File: src/rtl/tiro_nave_if.sv
// Shot-stage bus: control and launch inputs from the game/ship side, shot position and status out.
interface tiro_nave_if;
  logic       pausa;
  logic       reiniciarJogo;
  logic       disparo;
  logic [9:0] xi;
  logic [9:0] yi;
  logic       colisao;
  logic [9:0] x;
  logic [9:0] y;
  logic [9:0] raio;
  logic       ativo;
  logic       fim_tiro;

  modport master (
    output pausa, reiniciarJogo, disparo, xi, yi, colisao,
    input  x, y, raio, ativo, fim_tiro
  );

  modport slave (
    input  pausa, reiniciarJogo, disparo, xi, yi, colisao,
    output x, y, raio, ativo, fim_tiro
  );
endinterface

File: src/rtl/tiro_nave.sv
// Allied shot: launches at the ship nose, climbs PASSO pixels per tick, parks off-screen when idle.
// Optional reload delay after each retire is built when TIRO_RECARGA_EN is defined.
module tiro_nave #(
  parameter int unsigned DIV_TICK       = 100000,
  parameter int unsigned PASSO          = 2,
  parameter int unsigned RAIO           = 4,
  parameter int unsigned Y_MIN          = 0,
  parameter int unsigned X_OCULTO       = 1000,
  parameter int unsigned Y_OCULTO       = 1000,
  parameter int unsigned COOLDOWN_TICKS = 50
) (
  input  logic         CLOCK_50,
  input  logic         reset,
  tiro_nave_if.slave   bus
);

  localparam int unsigned      CNT_W     = $clog2(DIV_TICK + 1);
  localparam logic [CNT_W-1:0] TICK_LAST = CNT_W'(DIV_TICK - 1);
  localparam logic [9:0]       Y_LIMIT   = 10'(Y_MIN + PASSO);
  localparam logic [9:0]       STEP      = 10'(PASSO);

`ifdef TIRO_RECARGA_EN
  typedef enum logic [1:0] {OCIOSO, VOANDO, RECARGA} state_t;
  localparam state_t APOS_RETIRO = RECARGA;
  localparam int unsigned   CD_W    = $clog2(COOLDOWN_TICKS + 1);
  localparam logic [CD_W-1:0] CD_LAST = CD_W'(COOLDOWN_TICKS - 1);
`else
  typedef enum logic [0:0] {OCIOSO, VOANDO} state_t;
  localparam state_t APOS_RETIRO = OCIOSO;
`endif

  state_t           state;
  state_t           nxt;
  logic [CNT_W-1:0] cnt;
  logic [9:0]       x_reg;
  logic [9:0]       y_reg;
  logic             fim_reg;
  logic             clear;
  logic             tick;
  logic             at_top;
  logic             launch;
  logic             retire;
  logic             advance;

  assign clear   = reset | bus.reiniciarJogo;
  assign tick    = !bus.pausa && (cnt == TICK_LAST);
  // Compare before subtracting so the shot retires instead of wrapping past the top.
  assign at_top  = (y_reg < Y_LIMIT);
  assign launch  = !bus.pausa && (state == OCIOSO) && bus.disparo;
  assign retire  = !bus.pausa && (state == VOANDO) && (bus.colisao || (tick && at_top));
  assign advance = !bus.pausa && (state == VOANDO) && !bus.colisao && tick && !at_top;

  always_ff @(posedge CLOCK_50) begin
    if (clear) state <= OCIOSO;
    else       state <= nxt;
  end

`ifdef TIRO_RECARGA_EN
  logic [CD_W-1:0] cd;

  always_ff @(posedge CLOCK_50) begin
    if (clear || retire)                cd <= '0;
    else if (state == RECARGA && tick)  cd <= cd + CD_W'(1);
  end
`endif

  always_comb begin
    nxt = state;
    if (!bus.pausa) begin
      case (state)
        OCIOSO:  if (bus.disparo) nxt = VOANDO;
        VOANDO:  if (retire)      nxt = APOS_RETIRO;
`ifdef TIRO_RECARGA_EN
        RECARGA: if (tick && cd == CD_LAST) nxt = OCIOSO;
`endif
        default: nxt = OCIOSO;
      endcase
    end
  end

  // Tick divider restarts on launch so the first step lands DIV_TICK cycles later.
  always_ff @(posedge CLOCK_50) begin
    if (clear) begin
      cnt     <= '0;
      fim_reg <= 1'b0;
    end else if (bus.pausa) begin
      fim_reg <= 1'b0;
    end else begin
      fim_reg <= retire;
      if (launch || cnt == TICK_LAST) cnt <= '0;
      else                            cnt <= cnt + CNT_W'(1);
    end
  end

  always_ff @(posedge CLOCK_50) begin
    if (launch) begin
      x_reg <= bus.xi;
      y_reg <= bus.yi;
    end else if (advance) begin
      y_reg <= y_reg - STEP;
    end
  end

  // Coordinates are only meaningful in flight; otherwise the shot is parked.
  always_comb begin
    bus.ativo = (state == VOANDO);
    bus.x     = 10'(X_OCULTO);
    bus.y     = 10'(Y_OCULTO);
    if (state == VOANDO) begin
      bus.x = x_reg;
      bus.y = y_reg;
    end
  end

  assign bus.raio     = 10'(RAIO);
  assign bus.fim_tiro = fim_reg;

endmodule

File: src/flat_wrapper.sv
// flat-port wrapper written by rule: the top's interface ports become plain ports
module tiro_nave_flat 
#(
  parameter int unsigned DIV_TICK       = 100000,
  parameter int unsigned PASSO          = 2,
  parameter int unsigned RAIO           = 4,
  parameter int unsigned Y_MIN          = 0,
  parameter int unsigned X_OCULTO       = 1000,
  parameter int unsigned Y_OCULTO       = 1000,
  parameter int unsigned COOLDOWN_TICKS = 50
)
  (CLOCK_50, reset, bus_pausa, bus_reiniciarJogo, bus_disparo, bus_xi, bus_yi, bus_colisao, bus_x, bus_y, bus_raio, bus_ativo, bus_fim_tiro);
  tiro_nave_if bus_i ();
  input  logic CLOCK_50;
  input  logic reset;
  input wire logic [$bits(bus_i.pausa)-1:0] bus_pausa;
  input wire logic [$bits(bus_i.reiniciarJogo)-1:0] bus_reiniciarJogo;
  input wire logic [$bits(bus_i.disparo)-1:0] bus_disparo;
  input wire logic [$bits(bus_i.xi)-1:0] bus_xi;
  input wire logic [$bits(bus_i.yi)-1:0] bus_yi;
  input wire logic [$bits(bus_i.colisao)-1:0] bus_colisao;
  output wire logic [$bits(bus_i.x)-1:0] bus_x;
  output wire logic [$bits(bus_i.y)-1:0] bus_y;
  output wire logic [$bits(bus_i.raio)-1:0] bus_raio;
  output wire logic [$bits(bus_i.ativo)-1:0] bus_ativo;
  output wire logic [$bits(bus_i.fim_tiro)-1:0] bus_fim_tiro;
  assign bus_i.pausa = bus_pausa;
  assign bus_i.reiniciarJogo = bus_reiniciarJogo;
  assign bus_i.disparo = bus_disparo;
  assign bus_i.xi = bus_xi;
  assign bus_i.yi = bus_yi;
  assign bus_i.colisao = bus_colisao;
  assign bus_x = bus_i.x;
  assign bus_y = bus_i.y;
  assign bus_raio = bus_i.raio;
  assign bus_ativo = bus_i.ativo;
  assign bus_fim_tiro = bus_i.fim_tiro;
  tiro_nave #(.DIV_TICK(DIV_TICK), .PASSO(PASSO), .RAIO(RAIO), .Y_MIN(Y_MIN), .X_OCULTO(X_OCULTO), .Y_OCULTO(Y_OCULTO), .COOLDOWN_TICKS(COOLDOWN_TICKS)) u_core (.CLOCK_50(CLOCK_50), .reset(reset), .bus(bus_i));
endmodule
File: config.mk
export PLATFORM = sky130hd
export DESIGN_NAME = tiro_nave_flat
export DESIGN_NICKNAME = d
export VERILOG_FILES = /design/src/rtl/tiro_nave_if.sv /design/src/rtl/tiro_nave.sv /design/src/flat_wrapper.sv
export SDC_FILE = /design/constraint.sdc
export NUM_CORES = 1
export LEC_CHECK = 0
export CAP_MARGIN = 10
export CORE_UTILIZATION = 35
export CTS_CLUSTER_SIZE = 25
export DETAILED_ROUTE_END_ITERATION = 10
export PLACE_DENSITY = 0.59
export SLEW_MARGIN = 15
export SYNTH_ARGS = -nofsm -noshare
export SYNTH_HDL_FRONTEND = slang
export SYNTH_SLANG_ARGS = --single-unit
File: constraint.sdc
create_clock -name CLOCK_50 -period 2.5 [get_ports CLOCK_50]
set_input_delay 0.25 -clock CLOCK_50 [delete_from_list [all_inputs] [get_ports CLOCK_50]]
set_output_delay 0.25 -clock CLOCK_50 [all_outputs]
set_load 0.005 [all_outputs]
==> results of run 1 <==
## layout make-up
type	count	share of cell area, %
sequential	39	37.1
multi-input combinational	155	35.7
clock buffer	8	3.79
timing repair buffer	53	19.5
inverter	3	0.426
tap	72	3.41
## layer usage
metal,share of wire [%],global-route usage [%]
met2,43,21.2
met3,4.3,3.65
met1,51,18.8
met4,1.7,5.66
met5,0,0
## metrics by stage
stage               utilization [%]  setup WS (ns)  hold WS (ns)  power (mW)  std cells
floorplan                         -          0.508         0.349       0.788        216
global placement               45.9          0.568         0.495       0.851        322
detailed placement             45.9          0.562         0.505       0.852        322
CTS                            47.7          0.540         0.501        1.32        330
global route                   47.7          0.300         0.504        1.36        330
finish                         47.7          0.554         0.512        1.30        330
## final timing paths
path	startpoint	to	slack, ns
max	u_core.cnt[4]	u_core.y_reg[7]	0.55
min	bus_xi[1]	u_core.x_reg[1]	0.51
max reg2reg	u_core.cnt[4]	u_core.y_reg[7]	0.55
min reg2reg	u_core.cnt[1]	u_core.cnt[1]	0.52
## power by group
| part | internal, mW | switching (mW) | leakage, nW |
|---|---|---|---|
| clock | 0.252 | 0.215 | 0.0515 |
| combinational | 0.0764 | 0.0521 | 0.510 |
| sequential | 0.695 | 0.0126 | 0.341 |
| total | 1.02 | 0.279 | 0.903 |
## cell families (layout without fill, tap and decap cells)
family | after synthesis | after routing | share of synthesized area [%]
adder cells (fa/ha/maj) | 2 | 2 | 1.24
AO/OA/AOI/OAI | 20 | 20 | 5.90
flip-flops | 39 | 39 | 48.7
AND/OR/NAND/NOR | 103 | 103 | 28.9
XOR/XNOR | 20 | 20 | 8.70
buffers and inverters | 22 | 64 | 6.15
other | 2 | 10 | 0.373
## Yosys cell counts, drive strengths merged (2+ instances only)
cell,instances
and2,10
xnor2,8
inv,3
and3,4
nand2,21
buf,13
conb,2
nor2,22
a21oi,5
edfxtp,20
dfxtp,19
nand4,4
or2,2
ha,2
nor2b,2
nor4,7
nand2b,12
clkbuf,6
nand3,6
o21ai,11
xor2,12
nor3b,5
## cells in the final DEF (no fill, tap or decap), types with 2 or more instances in the layout
cell type                         count
sky130_fd_sc_hd__dfxtp_1             19
sky130_fd_sc_hd__conb_1              10
sky130_fd_sc_hd__o21ai_1              2
sky130_fd_sc_hd__a21oi_1              5
sky130_fd_sc_hd__nor2b_1              2
sky130_fd_sc_hd__clkdlybuf4s50_1     47
sky130_fd_sc_hd__edfxtp_1            20
sky130_fd_sc_hd__o21ai_0              8
sky130_fd_sc_hd__ha_1                 2
sky130_fd_sc_hd__inv_1                3
sky130_fd_sc_hd__and3_1               4
sky130_fd_sc_hd__nand2b_1            12
sky130_fd_sc_hd__and2_1              10
sky130_fd_sc_hd__nand4_1              4
sky130_fd_sc_hd__xnor2_1              8
sky130_fd_sc_hd__clkbuf_8             7
sky130_fd_sc_hd__buf_4                6
sky130_fd_sc_hd__nor4_2               3
sky130_fd_sc_hd__nor2_1              22
sky130_fd_sc_hd__nor4_1               4
sky130_fd_sc_hd__or2_2                2
sky130_fd_sc_hd__nand3_1              6
sky130_fd_sc_hd__nand2_1             21
sky130_fd_sc_hd__nor3b_1              3
sky130_fd_sc_hd__xor2_1              12
==> impl_metrics.sql, run 1 <==
INSERT INTO impl_metrics (metric_group, metric, value, unit) VALUES
('sta', 'clock_skew', '0.00739', 'ns'),
('clocking', 'ctsRootBufferMaster', 'sky130_fd_sc_hd__clkbuf_8', ''),
('logic_synthesis', 'number_of_enable_flip_flop_cells_after_synthesis', '20', ''),
('floorplan', 'design.portCount', '58', ''),
('setup_path', 'worstPathRequired', '2.50', 'ns'),
('floorplan', 'die-width', '77.8', 'µm'),
('clocking', 'ctsHtreeMaxLevel', '2', ''),
('floorplan', 'fp.dieArea', '6060', 'µm²'),
('setup_path', 'reg2regPathDepth', '6', ''),
('finish', 'largest_reg_flops', '17', ''),
('detailed_routing', 'wl', '3.82', 'mm'),
('global_route', 'largest_net_degree_at_the_start_of_global_routing', '24', ''),
('power', 'p_per_area', '493', 'nW/µm²'),
('finish', 'area_used_by_multi_input_combinational_logic', '945', 'µm²'),
('logic_synthesis', 'netlist_instances', '208', ''),
('sta', 'finalWorstPathRequiredPeriod', '1.95', 'ns'),
('setup_path', 'cp_slowest_stage_delay', '0.43', 'ns'),
('setup_path', 'critical_path.endpoint_type', 'flop', ''),
('finish', 'drive_above_1_share', '8.91', '%'),
('logic_synthesis', 'flop_and_latch_count_out_of_synthesis', '39', ''),
('detailed_routing', 'drt-vias-per-instance', '4.62', ''),
('clocking', 'tritoncts_num_sinks', '39', ''),
('outcome', 'run_status', 'finished clean', ''),
('sta', 'finalCritPeriodShare', '77.8', '%'),
('hold_path', 'min-delay-path-class', 'input port to flop', ''),
('hold_path', 'holdPathStages', '1', ''),
('logic_synthesis', 'synth.avg_cell_area', '9.68', 'µm²'),
('finish', 'finish.instance_area', '2640', 'µm²'),
('setup_path', 'crit_cells', '6', ''),
('finish', 'num-fill-cells', '545', ''),
('detailed_routing', 'routedWlPerCell', '11.6', 'µm'),
('setup_path', 'cp_data_arrival_time', '1.94', 'ns'),
('job', 'maxCapViolations', '0', ''),
('power', 'power.leakage', '0.903', 'nW'),
('logic_synthesis', 'synth.top_cells.by_area', 'sky130_fd_sc_hd__edfxtp_1, sky130_fd_sc_hd__dfxtp_1, sky130_fd_sc_hd__xor2_1', ''),
('setup_path', 'worst_path_dominant_cell_family', 'simple AND/OR/NAND/NOR gates', ''),
('setup_path', 'critPathMaxFanout', '9', ''),
('setup_path', 'critPathSlowestCell', 'sky130_fd_sc_hd__dfxtp_1', ''),
('global_route', 'grt.total_usage', '14.0', '%'),
('logic_synthesis', 'synthDominantCellAreaShare', '29.8', '%'),
('logic_synthesis', 'dominantRegCellSynth', 'sky130_fd_sc_hd__edfxtp_1', ''),
('placed_design', 'place.detailed.hpwl', '2.79', 'mm'),
('clocking', 'ctsHoldBuffers', '0', ''),
('logic_synthesis', 'synth_largest_area_cell', 'sky130_fd_sc_hd__edfxtp_1', ''),
('logic_synthesis', 'synth_area', '2010', 'µm²'),
('setup_path', 'worst-setup-path-type', 'flop to flop', ''),
('clocking', 'worst_setup_hold_path_clk_slew', '0.07', 'ns'),
('power', 'vdd.ir_drop.worst', '274', 'µV'),
('finish', 'antenna_cells', '0', ''),
('detailed_routing', 'drt_pre_antenna_iters', '4', ''),
('clocking', 'number_of_buffers_between_clock_root_and_the_deepest_sink', '2', ''),
('detailed_routing', 'detail_route.drc_violations', '0', ''),
('logic_synthesis', 'synth.distinct_cells', '39', ''),
('clocking', 'worstSkewPairLatency', '0.29', 'ns'),
('finish', 'flow.area_growth_from_synthesis', '31.3', '%'),
('logic_synthesis', 'synth-seq-area-share', '48.7', '%'),
('setup_path', 'crit_path_start_kind', 'flop', ''),
('sta', 'rsz0062_at_grt', 'no', ''),
('clocking', 'post-cts-setup-buffer-count', '0', ''),
('finish', 'fin_nets', '285', ''),
('floorplan', 'vertical_extent_of_the_die', '77.8', 'µm'),
('clocking', 'cts_inserted_buffers', '5', ''),
('floorplan', 'core-area', '5540', 'µm²'),
('placed_design', 'placement_cell_area', '2540', 'µm²'),
('sta', 'tightest_slew', '0.607', 'ns'),
('global_route', 'first_global_vias', '1402', ''),
('global_route', 'grt_pass1_wl', '6.64', 'mm'),
('detailed_routing', 'first_iter_violations', '66', ''),
('placed_design', 'io_buffer_count', '47', ''),
('finish', 'ff_latch_area', '981', 'µm²'),
('detailed_routing', 'drt.antenna.violating_nets', '0', '');
Note: power is estimated with default switching activity, not from simulation.
==> run 2, diff against run 1 <==
- clock period: 2.5 -> 1.9 ns (I/O delays scaled with it)
==> run 2 against run 1 <==
- count of clock-buffer cells in the layout is the same
- clock skew grew 0.0035 ns
- routed wire length up 5.1%
- core utilization rose by 2.5 points
- largest power group unchanged
- cell count rose by 4.2%
- non-clock buffer count grew 14
- final area grew 5.3%
- maximum frequency is 8.4% higher
- setup slack lost 0.45 ns
- critical path type unchanged
- critical endpoint is now u_core.y_reg[2]
- flip-flop and latch count did not move
==> impl_metrics.sql, run 2 (synthesis results as in run 1) <==
INSERT INTO impl_metrics (metric_group, metric, value, unit) VALUES
('setup_path', 'critical_path.endpoint_type', 'flop', ''),
('finish', 'finalNonFillerCells', '344', ''),
('sta', 'finalCritPeriodShare', '94.5', '%'),
('clocking', 'worstSkewPairLatency', '0.29', 'ns'),
('sta', 'finalWorstPathRequiredPeriod', '1.79', 'ns'),
('sta', 'clock_skew', '0.0108', 'ns'),
('floorplan', 'vertical_extent_of_the_die', '77.8', 'µm'),
('sta', 'final_hold_violating_endpoints', '0', ''),
('detailed_routing', 'routed-via-count', '1551', ''),
('placed_design', 'io_buffer_count', '47', ''),
('power', 'power.leakage', '0.986', 'nW'),
('sta', 'fin_tns_setup', '0', 'ns'),
('setup_path', 'cp_data_arrival_time', '1.85', 'ns'),
('floorplan', 'design.portCount', '58', ''),
('setup_path', 'worstPathRequired', '1.96', 'ns'),
('global_route', 'grt_use_met2', '20.6', '%'),
('setup_path', 'critical_path.endpoint', 'u_core.y_reg[2]', ''),
('setup_path', 'r2r_slack', '0.11', 'ns'),
('outcome', 'run_status', 'finished clean', ''),
('sta', 'post-route-worst-setup-slack', '0.105', 'ns'),
('hold_path', 'min-delay-path-class', 'input port to flop', ''),
('setup_path', 'timing.critical_path.from', 'u_core.y_reg[4]', ''),
('detailed_routing', 'drt.antenna.violating_nets', '0', ''),
('finish', 'finish.instance_area', '2780', 'µm²'),
('detailed_routing', 'drt-vias-per-instance', '4.51', ''),
('finish', 'final_common_cell', 'sky130_fd_sc_hd__clkdlybuf4s50_1', ''),
('sta', 'final_max_slew_viol_count', '0', ''),
('clocking', 'ctsRootBufferMaster', 'sky130_fd_sc_hd__clkbuf_8', ''),
('setup_path', 'critPathMaxFanout', '9', ''),
('finish', 'drive_above_1_share', '13.6', '%'),
('placed_design', 'placement_cell_area', '2670', 'µm²'),
('finish', 'fin_nets', '299', ''),
('job', 'maxCapViolations', '0', ''),
('global_route', 'globalRouteMet3Util', '4.47', '%'),
('floorplan', 'core-area', '5540', 'µm²'),
('setup_path', 'worst-setup-path-type', 'flop to flop', ''),
('placed_design', 'place_worst_setup_slack', '0.0707', 'ns'),
('placed_design', 'place.detailed.hpwl', '2.95', 'mm'),
('sta', 'rsz0062_at_grt', 'no', ''),
('floorplan', 'placementRows', '27', ''),
('finish', 'flow.area_growth_from_synthesis', '38.2', '%'),
('detailed_routing', 'routedWlPerCell', '11.7', 'µm'),
('clocking', 'cts_inserted_buffers', '5', ''),
('global_route', 'grt.busiest_layer', 'met1', ''),
('power', 'vdd.ir_drop.worst', '285', 'µV'),
('setup_path', 'crit_path_start_kind', 'flop', ''),
('finish', 'antenna_cells', '0', ''),
('global_route', 'largest_net_degree_at_the_start_of_global_routing', '25', ''),
('global_route', 'grt_pass1_wl', '6.95', 'mm'),
('global_route', 'grt_remaining_overflow', '0', ''),
('global_route', 'global_route.usage.met1', '21.2', '%'),
('sta', 'achievable-frequency', '0.557', 'GHz'),
('power', 'power', '1.75', 'mW'),
('setup_path', 'reg2regPathDepth', '5', ''),
('detailed_routing', 'wl', '4.01', 'mm'),
('finish', 'layout_common_cells', 'sky130_fd_sc_hd__clkdlybuf4s50_1, sky130_fd_sc_hd__nor2_1, sky130_fd_sc_hd__nand2_1', ''),
('setup_path', 'timing.rr.end', 'u_core.y_reg[2]', ''),
('clocking', 'tritoncts_num_sinks', '39', ''),
('clocking', 'worst_setup_hold_path_clk_slew', '0.07', 'ns'),
('finish', 'largest_reg_flops', '17', ''),
('detailed_routing', 'detail_route.drc_violations', '0', ''),
('floorplan', 'die-width', '77.8', 'µm'),
('global_route', 'grt.total_usage', '14.7', '%'),
('setup_path', 'r2r-start', 'u_core.y_reg[4]', ''),
('clocking', 'ctsHtreeMaxLevel', '2', ''),
('placed_design', 'gp_routability_congestion', '0.788', ''),
('clocking', 'cts_tree', 'done', ''),
('clocking', 'number_of_buffers_between_clock_root_and_the_deepest_sink', '2', ''),
('sta', 'report.final.setup_viol', '0', ''),
('detailed_routing', 'first_iter_violations', '89', ''),
('floorplan', 'start_util', '36.3', '%'),
('global_route', 'first_global_vias', '1445', ''),
('detailed_routing', 'drt_pre_antenna_iters', '4', ''),
('power', 'p_per_area', '629', 'nW/µm²'),
('placed_design', 'place_inst', '335', ''),
('global_route', 'grt_antenna_before_repair', '0', ''),
('floorplan', 'fp.dieArea', '6060', 'µm²');
-- run 2: area by class of cell --
class	instances	area, µm²
multi-input cells	155	948
inverters	3	11.3
repair buffers	67	649
fillers	546	2760
well taps	72	90.1
flip-flops and latches	39	981
clock buffers	8	101
-- run 2: metrics by stage --
| step | hold WS (ns) | util [%] |
|---|---|---|
| 6_report | 0.455 | 50.2 |
| 5_1_grt | 0.444 | 50.2 |
| 4_1_cts | 0.444 | 50.0 |
| 3_5_place_dp | 0.498 | 48.2 |
| 3_3_place_gp | 0.494 | 48.2 |
| 2_1_floorplan | 0.289 | - |
-- run 2: report_power, final --
group	internal, mW	switching [mW]
registers	0.914	0.0146
clock network	0.340	0.287
logic	0.119	0.0761
-- run 2: repair_timing --
action	4_1_cts	5_1_grt
endpoints found under the setup margin	0	18
hold buffers	0	0
buffers inserted	0	1
gates resized for setup	0	1
-- run 2: worst min path at each step --
stage / startpoint / end / slack [ns] / depth (start not counted)
global route: bus_xi[8] / u_core.x_reg[8] / 0.44 / 1
finish: bus_xi[4] / u_core.x_reg[4] / 0.46 / 1
detailed placement: u_core.cnt[1] / u_core.cnt[1] / 0.50 / 2
global placement: u_core.cnt[1] / u_core.cnt[1] / 0.49 / 2
floorplan: bus_xi[0] / u_core.x_reg[0] / 0.29 / 0
CTS: bus_xi[4] / u_core.x_reg[4] / 0.44 / 1
-- run 2: per-layer routing --
layer	part of all wire [%]	wire, µm
met3	4.7	188
met1	53	2110
met4	1.0	41
met5	0	0
met2	42	1670
-- run 2: critical path: stages, from the launching register on --
cell and delay, ns:
sky130_fd_sc_hd__edfxtp_1 0.43, sky130_fd_sc_hd__or4_4 0.57, sky130_fd_sc_hd__nor3b_2 0.18, sky130_fd_sc_hd__or2_2 0.15, sky130_fd_sc_hd__o21bai_2 0.09, sky130_fd_sc_hd__buf_12 0.15
